[src/rtl/ula_mc_if.sv]
// Request/result bus for ula_mc.
// The issue side drives operands and an opcode; the result side sees the
// output buffer head plus status (busy, occupancy).
interface ula_mc_if #(
    parameter int DATA_W    = 16,
    parameter int OUT_DEPTH = 2
);
    localparam int FC_W = $clog2(OUT_DEPTH + 1);

    logic                  in_valid;
    logic                  in_ready;
    logic [DATA_W-1:0]     in_a;
    logic [DATA_W-1:0]     in_b;
    logic [2:0]            in_op;
    logic                  out_valid;
    logic                  out_ready;
    logic [2*DATA_W-1:0]   out_data;
    logic                  out_err;
    logic                  busy;
    logic [FC_W-1:0]       fifo_count;

    // ALU side
    modport slave (
        input  in_valid, in_a, in_b, in_op, out_ready,
        output in_ready, out_valid, out_data, out_err, busy, fifo_count
    );

    // Issue logic / result consumer side
    modport master (
        output in_valid, in_a, in_b, in_op, out_ready,
        input  in_ready, out_valid, out_data, out_err, busy, fifo_count
    );
endinterface

[src/rtl/ula_mc.sv]
// ula_mc: multi-cycle ALU with valid/ready on both sides and an output buffer.
// One operation in flight at a time; its latency depends on the opcode class.
// Results land in a circular buffer so the unit keeps working while the
// consumer stalls. A request is accepted only when a buffer slot is free.
// Optional feature macro: ULA_MC_MUL_EN (opcode 111 = full multiply; when
// undefined opcode 111 is illegal and returns 0 with out_err set).
module ula_mc #(
    parameter int DATA_W    = 16,
    parameter int OUT_DEPTH = 2,
    parameter int LAT_ARITH = 2,
    parameter int LAT_LOGIC = 1,
    parameter int LAT_MUL   = 4
) (
    input  logic     clk_ula,
    input  logic     rst,
    ula_mc_if.slave  bus
);
    localparam int RES_W   = 2 * DATA_W;
    localparam int LAT_AL  = (LAT_ARITH > LAT_LOGIC) ? LAT_ARITH : LAT_LOGIC;
    localparam int LAT_MAX = (LAT_AL > LAT_MUL) ? LAT_AL : LAT_MUL;
    localparam int CNT_W   = $clog2(LAT_MAX + 1);
    localparam int PTR_W   = (OUT_DEPTH > 1) ? $clog2(OUT_DEPTH) : 1;
    localparam int FC_W    = $clog2(OUT_DEPTH + 1);

    localparam logic [CNT_W-1:0] CNT_ONE  = CNT_W'(1);
    localparam logic [PTR_W-1:0] PTR_LAST = PTR_W'(OUT_DEPTH - 1);
    localparam logic [FC_W-1:0]  FC_FULL  = FC_W'(OUT_DEPTH);
    localparam logic [RES_W-1:0] RES_ONE  = RES_W'(1);

    typedef enum logic {IDLE, BUSY} state_t;

    state_t             state_q;
    logic [CNT_W-1:0]   lat_cnt_q;
    logic [DATA_W-1:0]  a_q, b_q;
    logic [2:0]         op_q;

    // Buffer entry layout: {err, data}
    logic [RES_W:0]     mem_q [OUT_DEPTH];
    logic [PTR_W-1:0]   head_q, tail_q;
    logic [FC_W-1:0]    count_q, count_d;

    logic               accept, push, pop;
    logic               push_err;
    logic [RES_W:0]     push_ent, head_ent;

    function automatic logic [CNT_W-1:0] lat_for(input logic [2:0] op);
        if (!op[2])
            return CNT_W'(LAT_ARITH);
        else if (op == 3'b111) begin
`ifdef ULA_MC_MUL_EN
            return CNT_W'(LAT_MUL);
`else
            return CNT_ONE;
`endif
        end else
            return CNT_W'(LAT_LOGIC);
    endfunction

    // Operands are zero-extended first so sums and increments carry into bit DATA_W.
    function automatic logic [RES_W-1:0] alu_result(input logic [2:0] op,
                                                    input logic [DATA_W-1:0] a,
                                                    input logic [DATA_W-1:0] b);
        logic [RES_W-1:0] ax, bx, r;
        ax = RES_W'(a);
        bx = RES_W'(b);
        case (op)
            3'b000:  r = ax + bx;
            3'b001:  r = (a >= b) ? (ax - bx) : (bx - ax);
            3'b010:  r = ax + RES_ONE;
            3'b011:  r = bx + RES_ONE;
            3'b100:  r = ax & bx;
            3'b101:  r = ax | bx;
            3'b110:  r = ax ^ bx;
`ifdef ULA_MC_MUL_EN
            3'b111:  r = ax * bx;
`else
            3'b111:  r = '0;
`endif
            default: r = '0;
        endcase
        return r;
    endfunction

    function automatic logic [PTR_W-1:0] ptr_inc(input logic [PTR_W-1:0] p);
        return (p == PTR_LAST) ? '0 : p + PTR_W'(1);
    endfunction

`ifdef ULA_MC_MUL_EN
    assign push_err = 1'b0;
`else
    assign push_err = (op_q == 3'b111);
`endif

    assign bus.in_ready   = (state_q == IDLE) && (count_q < FC_FULL);
    assign accept         = bus.in_valid && bus.in_ready;
    assign push           = (state_q == BUSY) && (lat_cnt_q == CNT_ONE);
    assign bus.out_valid  = (count_q != '0);
    assign pop            = bus.out_valid && bus.out_ready;
    assign bus.busy       = (state_q == BUSY);
    assign bus.fifo_count = count_q;

    assign push_ent     = {push_err, alu_result(op_q, a_q, b_q)};
    assign head_ent     = mem_q[head_q];
    assign bus.out_data = bus.out_valid ? head_ent[RES_W-1:0] : '0;
    assign bus.out_err  = bus.out_valid & head_ent[RES_W];

    // Issue FSM: load the opcode's latency on accept, count down, push on the last cycle.
    always_ff @(posedge clk_ula or posedge rst) begin
        if (rst) begin
            state_q   <= IDLE;
            lat_cnt_q <= '0;
        end else begin
            case (state_q)
                IDLE: begin
                    if (accept) begin
                        lat_cnt_q <= lat_for(bus.in_op);
                        state_q   <= BUSY;
                    end
                end
                BUSY: begin
                    lat_cnt_q <= lat_cnt_q - CNT_ONE;
                    if (lat_cnt_q == CNT_ONE)
                        state_q <= IDLE;
                end
                default: state_q <= IDLE;
            endcase
        end
    end

    // Operand capture; pins are ignored until the next accept.
    always_ff @(posedge clk_ula) begin
        if (accept) begin
            a_q  <= bus.in_a;
            b_q  <= bus.in_b;
            op_q <= bus.in_op;
        end
    end

    // Buffer storage; contents are only visible through a nonzero count.
    always_ff @(posedge clk_ula) begin
        if (push)
            mem_q[tail_q] <= push_ent;
    end

    // Occupancy: simultaneous push and pop cancel out.
    always_comb begin
        count_d = count_q;
        case ({push, pop})
            2'b10:   count_d = count_q + FC_W'(1);
            2'b01:   count_d = count_q - FC_W'(1);
            default: count_d = count_q;
        endcase
    end

    // Buffer pointers and count, wrapping modulo OUT_DEPTH.
    always_ff @(posedge clk_ula or posedge rst) begin
        if (rst) begin
            head_q  <= '0;
            tail_q  <= '0;
            count_q <= '0;
        end else begin
            if (push)
                tail_q <= ptr_inc(tail_q);
            if (pop)
                head_q <= ptr_inc(head_q);
            count_q <= count_d;
        end
    end
endmodule

[src/flat_wrapper.sv]
// flat-port wrapper written by rule: the top's interface ports become plain ports
module ula_mc_flat 
#(
    parameter int DATA_W    = 16,
    parameter int OUT_DEPTH = 2,
    parameter int LAT_ARITH = 2,
    parameter int LAT_LOGIC = 1,
    parameter int LAT_MUL   = 4
)
  (clk_ula, rst, bus_in_valid, bus_in_a, bus_in_b, bus_in_op, bus_out_ready, bus_in_ready, bus_out_valid, bus_out_data, bus_out_err, bus_busy, bus_fifo_count);
  ula_mc_if #(.DATA_W(DATA_W), .OUT_DEPTH(OUT_DEPTH)) bus_i ();
  input  logic clk_ula;
  input  logic rst;
  input wire logic [$bits(bus_i.in_valid)-1:0] bus_in_valid;
  input wire logic [$bits(bus_i.in_a)-1:0] bus_in_a;
  input wire logic [$bits(bus_i.in_b)-1:0] bus_in_b;
  input wire logic [$bits(bus_i.in_op)-1:0] bus_in_op;
  input wire logic [$bits(bus_i.out_ready)-1:0] bus_out_ready;
  output wire logic [$bits(bus_i.in_ready)-1:0] bus_in_ready;
  output wire logic [$bits(bus_i.out_valid)-1:0] bus_out_valid;
  output wire logic [$bits(bus_i.out_data)-1:0] bus_out_data;
  output wire logic [$bits(bus_i.out_err)-1:0] bus_out_err;
  output wire logic [$bits(bus_i.busy)-1:0] bus_busy;
  output wire logic [$bits(bus_i.fifo_count)-1:0] bus_fifo_count;
  assign bus_i.in_valid = bus_in_valid;
  assign bus_i.in_a = bus_in_a;
  assign bus_i.in_b = bus_in_b;
  assign bus_i.in_op = bus_in_op;
  assign bus_i.out_ready = bus_out_ready;
  assign bus_in_ready = bus_i.in_ready;
  assign bus_out_valid = bus_i.out_valid;
  assign bus_out_data = bus_i.out_data;
  assign bus_out_err = bus_i.out_err;
  assign bus_busy = bus_i.busy;
  assign bus_fifo_count = bus_i.fifo_count;
  ula_mc #(.DATA_W(DATA_W), .OUT_DEPTH(OUT_DEPTH), .LAT_ARITH(LAT_ARITH), .LAT_LOGIC(LAT_LOGIC), .LAT_MUL(LAT_MUL)) u_core (.clk_ula(clk_ula), .rst(rst), .bus(bus_i));
endmodule
[config.mk]
export PLATFORM = sky130hd
export DESIGN_NAME = ula_mc_flat
export DESIGN_NICKNAME = d
export VERILOG_FILES = /design/src/rtl/ula_mc_if.sv /design/src/rtl/ula_mc.sv /design/src/flat_wrapper.sv
export SDC_FILE = /design/constraint.sdc
export NUM_CORES = 1
export LEC_CHECK = 0
export CAP_MARGIN = 20
export CORE_ASPECT_RATIO = 0.7
export CORE_MARGIN = 2
export CORE_UTILIZATION = 45
export DETAILED_ROUTE_END_ITERATION = 10
export GPL_ROUTABILITY_DRIVEN = 0
export PLACE_DENSITY = 0.77
export SLEW_MARGIN = 0
export SYNTH_ARGS = -nofsm -noshare
export SYNTH_HDL_FRONTEND = slang
export SYNTH_SLANG_ARGS = --single-unit
[constraint.sdc]
create_clock -name clk_ula -period 3.45 [get_ports clk_ula]
set_clock_uncertainty 0.15 [all_clocks]
set_input_delay 0.69 -clock clk_ula [delete_from_list [all_inputs] [get_ports clk_ula]]
set_output_delay 0.69 -clock clk_ula [all_outputs]
set_load 0.01 [all_outputs]
==> reports/metrics.yaml, run 1 <==
pwr:
  vdd_drop_max_uv: 307
  p_per_area_nw_per_um2: 693
  p_leak_uw: 0.00362
global_route:
  grt_pass1_vias: 5839
  grt_first_pass_wirelength_microns: 31700
  track_usage_pct: 24.7
  antenna_found_initial: 0
  grt-ovfl-total: 0
  grt_max_degree: 27
timing:
  setup_viol: 0
  slew_headroom_pct: 52.4
  period_needed_ns: 3.34
  worst_slew_pin_slew_ns: 0.712
  final-hold-violation-count: 0
  max_freq_mhz: 300
  slew_violations: 0
  holdWs_ns: 0.352
  min_period_over_period_pct: 96.7
logic_synthesis:
  synth_area_sq_um: 6980
  avgSynthCellArea_sq_um: 9.05
  yosysTopAreaCellShare_pct: 31.4
  yosys_warnings: 0
  synth_compound_area_share_pct: 21.0
  yosys-mux-area-fraction_pct: 6.77
  synth_edf_count: 73
  synth.distinct_cells: 72
  synth_top_area_cell: "edfxtp_1"
  async_flop_share_pct: 9.88
  synthTopCellsByArea: "edfxtp_1, ha_1, mux2i_1"
  synthXorXnorAreaFrac_pct: 3.14
  synth_top_family_by_area: "compound AO/OA/AOI/OAI gates"
  yosysSeqAreaShare_pct: 34.3
  syn_nets: 882
  synthAdderAreaFrac_pct: 13.0
  yosys.area_share.simple_pct: 14.4
  ys.flop_type: "edfxtp_1"
  syn_inst: 772
  synth_seq_cells: 81
final_layout:
  stdcell_area_sq_um: 8750
  fin_nets: 1006
  fillerInstances: 1347
  area_growth_pct: 25.3
  diodes: 0
  ff_latch_area_sq_um: 2390
  drive_above_1_share_pct: 15.3
  multi_input_area_sq_um: 4140
floorplanning:
  num_rows: 38
  fp.dieW_microns: 153
  dieArea_sq_um: 16500
  fp.coreArea_sq_um: 15400
  die_h_microns: 108
  boundaryPins: 77
  start_util_pct: 45.5
clock_tree:
  path_clk_slew_ns: 0.06
  cts_tree: "yes"
  clk_latency_ns: 0.36
  cts_made_buffers: 9
  numClockSinks: 81
  clockBufferDepth: 2
  hold_buffers: 0
  cts_root_buf: "clkbuf_16"
  htree_num_levels: 3
critical_path:
  cp_slowest_stage_delay_ns: 0.44
  reg2reg_depth: 10
  cp_top_family: "compound AO/OA/AOI/OAI gates"
  crit_type: "reg -> reg"
  end_kind: "flop"
  crit_path_cell_trace: "inv_2 -> ha_1 -> or3_1 -> or4_4 -> o221a_4 -> o21ai_2 -> buf_4 -> mux2i_1 -> o2111ai_1 -> o211a_1"
  endpoint: "u_core.mem_q[1][10]$_DFFE_PP_"
  slowest_stage: "or4_4"
  reg2reg_from: "u_core.b_q[1]$_DFFE_PP_"
  critPathMaxFanout: 8
  cp.depth: 10
  cp.arrival_ns: 3.26
  critPathLaunch: "u_core.b_q[1]$_DFFE_PP_"
  cp.required_ns: 3.37
  r2r-end: "u_core.mem_q[1][10]$_DFFE_PP_"
  worst-path-buf-inv: 2
  start_kind: "flop"
  r2r_setup_slack_ns: 0.11
drt:
  vias: 6541
  ant_nets: 0
  avgViaCountPerCell: 5.94
  drtIter0Drc: 893
  wl_per_cell_microns: 18.3
  routed_wl_microns: 20200
  drc: 0
  drt_pass1_iterations: 5
run_status:
  outcome: "complete, no violations"
placement:
  dpl_cell_area_sq_um: 8370
  io_buffers: 76
  hpwl_microns: 15700
worst_hold_path:
  hp-class: "reg -> reg"
run:
  maxCapViolCount: 0
-- metrics by stage --
stage                     instances  worst slack, ns  power [uW]  util (%)  setup TNS [ns]
after CTS                      1098           0.0171        5950      56.4               0
after floorplan                 772           0.0678        3710         -               0
final                          1101            0.112        6060      57.0               0
after detailed placement       1082           0.0153        4980      54.5               0
after global placement         1082            0.119        4900      54.5               0
after global routing           1101         -0.00387        6430      57.0         -0.0101
-- worst min-delay path by stage --
stage / slack, ns / endpoint / depth (start not counted) / start
2_1_floorplan: 0.31 / u_core.lat_cnt_q[2]$_DFFE_PP0P_ / 1 / u_core.lat_cnt_q[2]$_DFFE_PP0P_
3_3_place_gp: 0.33 / u_core.tail_q$_DFFE_PP0P_ / 1 / u_core.tail_q$_DFFE_PP0P_
3_5_place_dp: 0.34 / u_core.lat_cnt_q[2]$_DFFE_PP0P_ / 1 / u_core.lat_cnt_q[2]$_DFFE_PP0P_
4_1_cts: 0.36 / u_core.lat_cnt_q[2]$_DFFE_PP0P_ / 1 / u_core.lat_cnt_q[2]$_DFFE_PP0P_
5_1_grt: 0.39 / u_core.tail_q$_DFFE_PP0P_ / 1 / u_core.tail_q$_DFFE_PP0P_
6_report: 0.35 / u_core.lat_cnt_q[2]$_DFFE_PP0P_ / 1 / u_core.lat_cnt_q[2]$_DFFE_PP0P_
-- what timing repair did --
item | in CTS | in global routing
endpoints found under the setup margin | 0 | 28
hold endpoints to repair | 0 | 0
buffers inserted | 0 | 3
gates resized for setup | 0 | 24
-- cell families after synthesis --
logic type | count (synthesis)
compound gates | 217
simple gates | 217
buf+inv | 117
flops | 81
fa+ha+maj | 71
mux | 44
xor+xnor | 25
-- layout make-up --
| cell class | count | share of cell area [%] |
|---|---|---|
| Inverter | 68 | 2.92 |
| Sequential cell | 81 | 27.3 |
| Tap cell | 200 | 2.86 |
| Clock buffer | 10 | 2.73 |
| Multi-Input combinational cell | 574 | 47.3 |
| Clock inverter | 6 | 0.558 |
| Timing Repair Buffer | 162 | 16.3 |
-- power breakdown --
group	total [uW]	leakage, uW	switching [uW]	internal, uW
Clock	946	0.000132	431	515
Combinational	3630	0.00272	2020	1610
Sequential	1490	0.000766	116	1370
Total	6060	0.00362	2570	3500
-- routing by layer --
layer	vias to the layer above	part of all wire [%]	global-route usage (%)
li1	3058	-	-
met1	2994	44	35.0
met2	439	41	35.6
met3	50	13	8.38
met4	0	2.1	7.80
met5	-	0	0
-- sequential cells by signal, summed over array words and instances (netlist names) --
register and flops:
u_core.b_q 16, u_core.op_q 3, u_core.bus.fifo_count 2, u_core.mem_q 38, u_core.bus.busy 1, u_core.lat_cnt_q 3
u_core.tail_q 1, u_core.head_q 1, u_core.a_q 16
-- synthesized netlist by cell type (all sizes together) (4+ instances only) --
master and instances:
ha 68, a21o 4, o21a 6, o21ai 47, nand3 20, nor2 86
a211o 5, edfxtp 73, xnor2 20, and3 4, dfrtp 8, a211oi 14
o2111ai 5, a31oi 9, a221o 4, nor3 16, mux2 6, nor2b 10
o21bai 6, o221ai 8, a21oi 54, xor2 5, clkbuf 31, nand4 6
o211ai 12, nand2 46, nor4 4, inv 68, buf 18, or3 7
o31ai 7, mux2i 36
-- placed cells by master, fill, tap and decap left out, types with 6 or more instances in the layout --
cell type	instances
a31oi_1	9
mux2i_1	36
nand3_1	20
edfxtp_1	73
mux2_2	6
o221ai_1	8
a211oi_1	14
xnor2_1	20
o21ai_0	42
clkbuf_16	9
ha_1	66
dfrtp_1	8
o211ai_1	10
or3_1	7
nand2_1	46
inv_1	62
a21oi_1	49
buf_4	84
o21bai_1	6
nor3_1	15
clkdlybuf4s50_1	76
inv_2	6
nor2_1	86
nor2b_1	10
nand4_1	6
(Power assumes the default switching activity.)
==> run 2: changes to the inputs <==
--- a/config.mk
+++ b/config.mk
@@ -12,7 +12,8 @@
 export DETAILED_ROUTE_END_ITERATION = 10
 export GPL_ROUTABILITY_DRIVEN = 0
 export PLACE_DENSITY = 0.77
-export SLEW_MARGIN = 0
+export SKIP_CTS_REPAIR_TIMING = 1
+export SLEW_MARGIN = 10
 export SYNTH_ARGS = -nofsm -noshare
 export SYNTH_HDL_FRONTEND = slang
 export SYNTH_SLANG_ARGS = --single-unit
==> constraint.sdc (replaced) <==
create_clock -name clk_ula -period 2.8 [get_ports clk_ula]
set_clock_uncertainty 0.15 [all_clocks]
set_input_delay 0.56 -clock clk_ula [delete_from_list [all_inputs] [get_ports clk_ula]]
set_output_delay 0.56 -clock clk_ula [all_outputs]
set_load 0.01 [all_outputs]
==> reports/metrics.yaml, run 2 (synthesized netlist as in run 1, its figures left out) <==
floorplanning:
  num_rows: 38  # unchanged
  fp.coreArea_sq_um: 15400  # unchanged
  dieArea_sq_um: 16500  # unchanged
  die_h_microns: 108  # unchanged
  start_util_pct: 45.5  # unchanged
  boundaryPins: 77  # unchanged
  fp.dieW_microns: 153  # unchanged
clock_tree:
  htree_num_levels: 3  # unchanged
  cts_tree: "yes"
  clk_latency_ns: 0.35  # about the same
  clockBufferDepth: 2  # unchanged
  cts_root_buf: "clkbuf_16"
  cts_made_buffers: 9  # unchanged
  path_clk_slew_ns: 0.07  # about the same
  numClockSinks: 81  # unchanged
drt:
  wl_per_cell_microns: 19.1  # +4.0%
  drt_pass1_iterations: 6  # +1
  vias: 7209  # +10%
  ant_nets: 0  # unchanged
  routed_wl_microns: 23300  # +15%
  drc: 0  # unchanged
  avgViaCountPerCell: 5.91  # -0.54%
  drtIter0Drc: 980  # +9.7%
timing:
  min_period_over_period_pct: 117  # +21 points
  slew_headroom_pct: 61.1  # +8.7 points
  setup_tns_ns: -12.95  # -12.95 ns
  max_freq_mhz: 304  # +1.5%
  worst_slew_pin_slew_ns: 0.584  # -0.128 ns
  setup_viol: 34  # +34
  final-hold-violation-count: 0  # unchanged
  worst_slack_ns: -0.487  # -0.599 ns
  rsz0062_at_grt: "true"
  slew_violations: 0  # unchanged
  period_needed_ns: 3.29  # -0.0507 ns
critical_path:
  end_kind: "flop"
  cp.arrival_ns: 3.23  # -0.03 ns
  r2r-end: "u_core.mem_q[0][7]$_DFFE_PP_"
  crit_path_cell_trace: "buf_4 -> ha_1 -> o311a_1 -> o41a_1 -> a21oi_1 -> o2111ai_2 -> o311ai_4 -> xor2_1 -> mux4_2"
  cp_top_family: "compound AO/OA/AOI/OAI gates"
  r2r_setup_slack_ns: -0.49  # -0.60 ns
  cp_slowest_stage_delay_ns: 0.48  # +0.04 ns
  reg2reg_from: "u_core.b_q[2]$_DFFE_PP_"
  cp.required_ns: 2.74  # -0.63 ns
  critPathMaxFanout: 6  # -2
  reg2reg_depth: 9  # -1
  slowest_stage: "mux4_2"
  worst-path-buf-inv: 1  # -1
  crit_type: "reg -> reg"
  start_kind: "flop"
final_layout:
  final_common_cell: "buf_4"
  top_regs: "u_core.mem_q: 38 flops, u_core.a_q: 16 flops, u_core.b_q: 16 flops"
  stdcell_area_sq_um: 10100  # +15%
  area_growth_pct: 44.2
  top_register: "u_core.mem_q"
  drive_above_1_share_pct: 31.1  # +16 points
  fin_nets: 1125  # +12%
  fin_util_pct: 65.6  # +8.6 points
  final_cell_mix: "buf_4, nor2_1, clkdlybuf4s50_1, edfxtp_1, ha_1"
  diodes: 0  # unchanged
  largest_reg_flops: 38  # unchanged
placement:
  io_buffers: 76  # unchanged
  hpwl_microns: 17200  # +9.6%
  dpl_cell_area_sq_um: 9300  # +11%
global_route:
  grt-ovfl-total: 0  # unchanged
  grt_pass1_vias: 6739  # +15%
  antenna_found_initial: 2  # +2
  grt_max_degree: 45  # +67%
  grt_first_pass_wirelength_microns: 34800  # +9.7%
  track_usage_pct: 27.0  # +2.2 points
pwr:
  p_per_area_nw_per_um2: 856  # +23%
  finalPower_uw: 8620  # +42%
  p_leak_uw: 0.00425  # +18%
  vdd_drop_max_uv: 431  # +40%
run:
  maxCapViolCount: 0  # unchanged
run_status:
  outcome: "complete, but fails checks"
  violations: "setup timing"
worst_hold_path:
  hp-class: "in -> async"
==> run 2: cell type report <==
type,instances,area (sq um)
Tap cell,200,250
Fill cell,1204,5290
Sequential cell,81,2390
Timing Repair Buffer,281,2350
Multi-Input combinational cell,574,4550
Inverter,68,255
Clock inverter,7,52.6
Clock buffer,9,225
==> run 2: where the power goes <==
part	switching [uW]	internal [uW]	total (uW)
sequential	158	1690	1850
clock	543	606	1150
combinational	2920	2690	5620
==> run 2: how the worst max path moves through the flow <==
stage	cells past startpoint	start	slack, ns	end
final	9	u_core.b_q[2]$_DFFE_PP_	-0.49	u_core.mem_q[0][7]$_DFFE_PP_
after floorplan	11	u_core.b_q[1]$_DFFE_PP_	-0.53	u_core.mem_q[0][8]$_DFFE_PP_
after global placement	13	u_core.b_q[10]$_DFFE_PP_	-0.43	u_core.mem_q[0][11]$_DFFE_PP_
after CTS	13	u_core.a_q[0]$_DFFE_PP_	-0.51	u_core.mem_q[1][11]$_DFFE_PP_
after global routing	11	u_core.b_q[5]$_DFFE_PP_	-0.54	u_core.mem_q[1][14]$_DFFE_PP_
after detailed placement	9	u_core.b_q[1]$_DFFE_PP_	-0.47	u_core.mem_q[0][7]$_DFFE_PP_
==> run 2: stage by stage <==
step           hold WS, ns  setup slack (ns)  std cells
2_1_floorplan        0.226            -0.529        772
3_3_place_gp         0.331            -0.434       1197
3_5_place_dp         0.345            -0.469       1197
4_1_cts              0.308            -0.512       1213
5_1_grt              0.325            -0.540       1220
6_report             0.299            -0.487       1220
==> run 2: per-layer routing <==
layer / up-vias / wire, microns / global-route usage, %
met5: - / 13 / 1.19
met1: 3311 / 9640 / 36.9
met3: 91 / 3360 / 10.2
met4: 2 / 865 / 9.33
met2: 513 / 9420 / 39.1
li1: 3292 / - / -
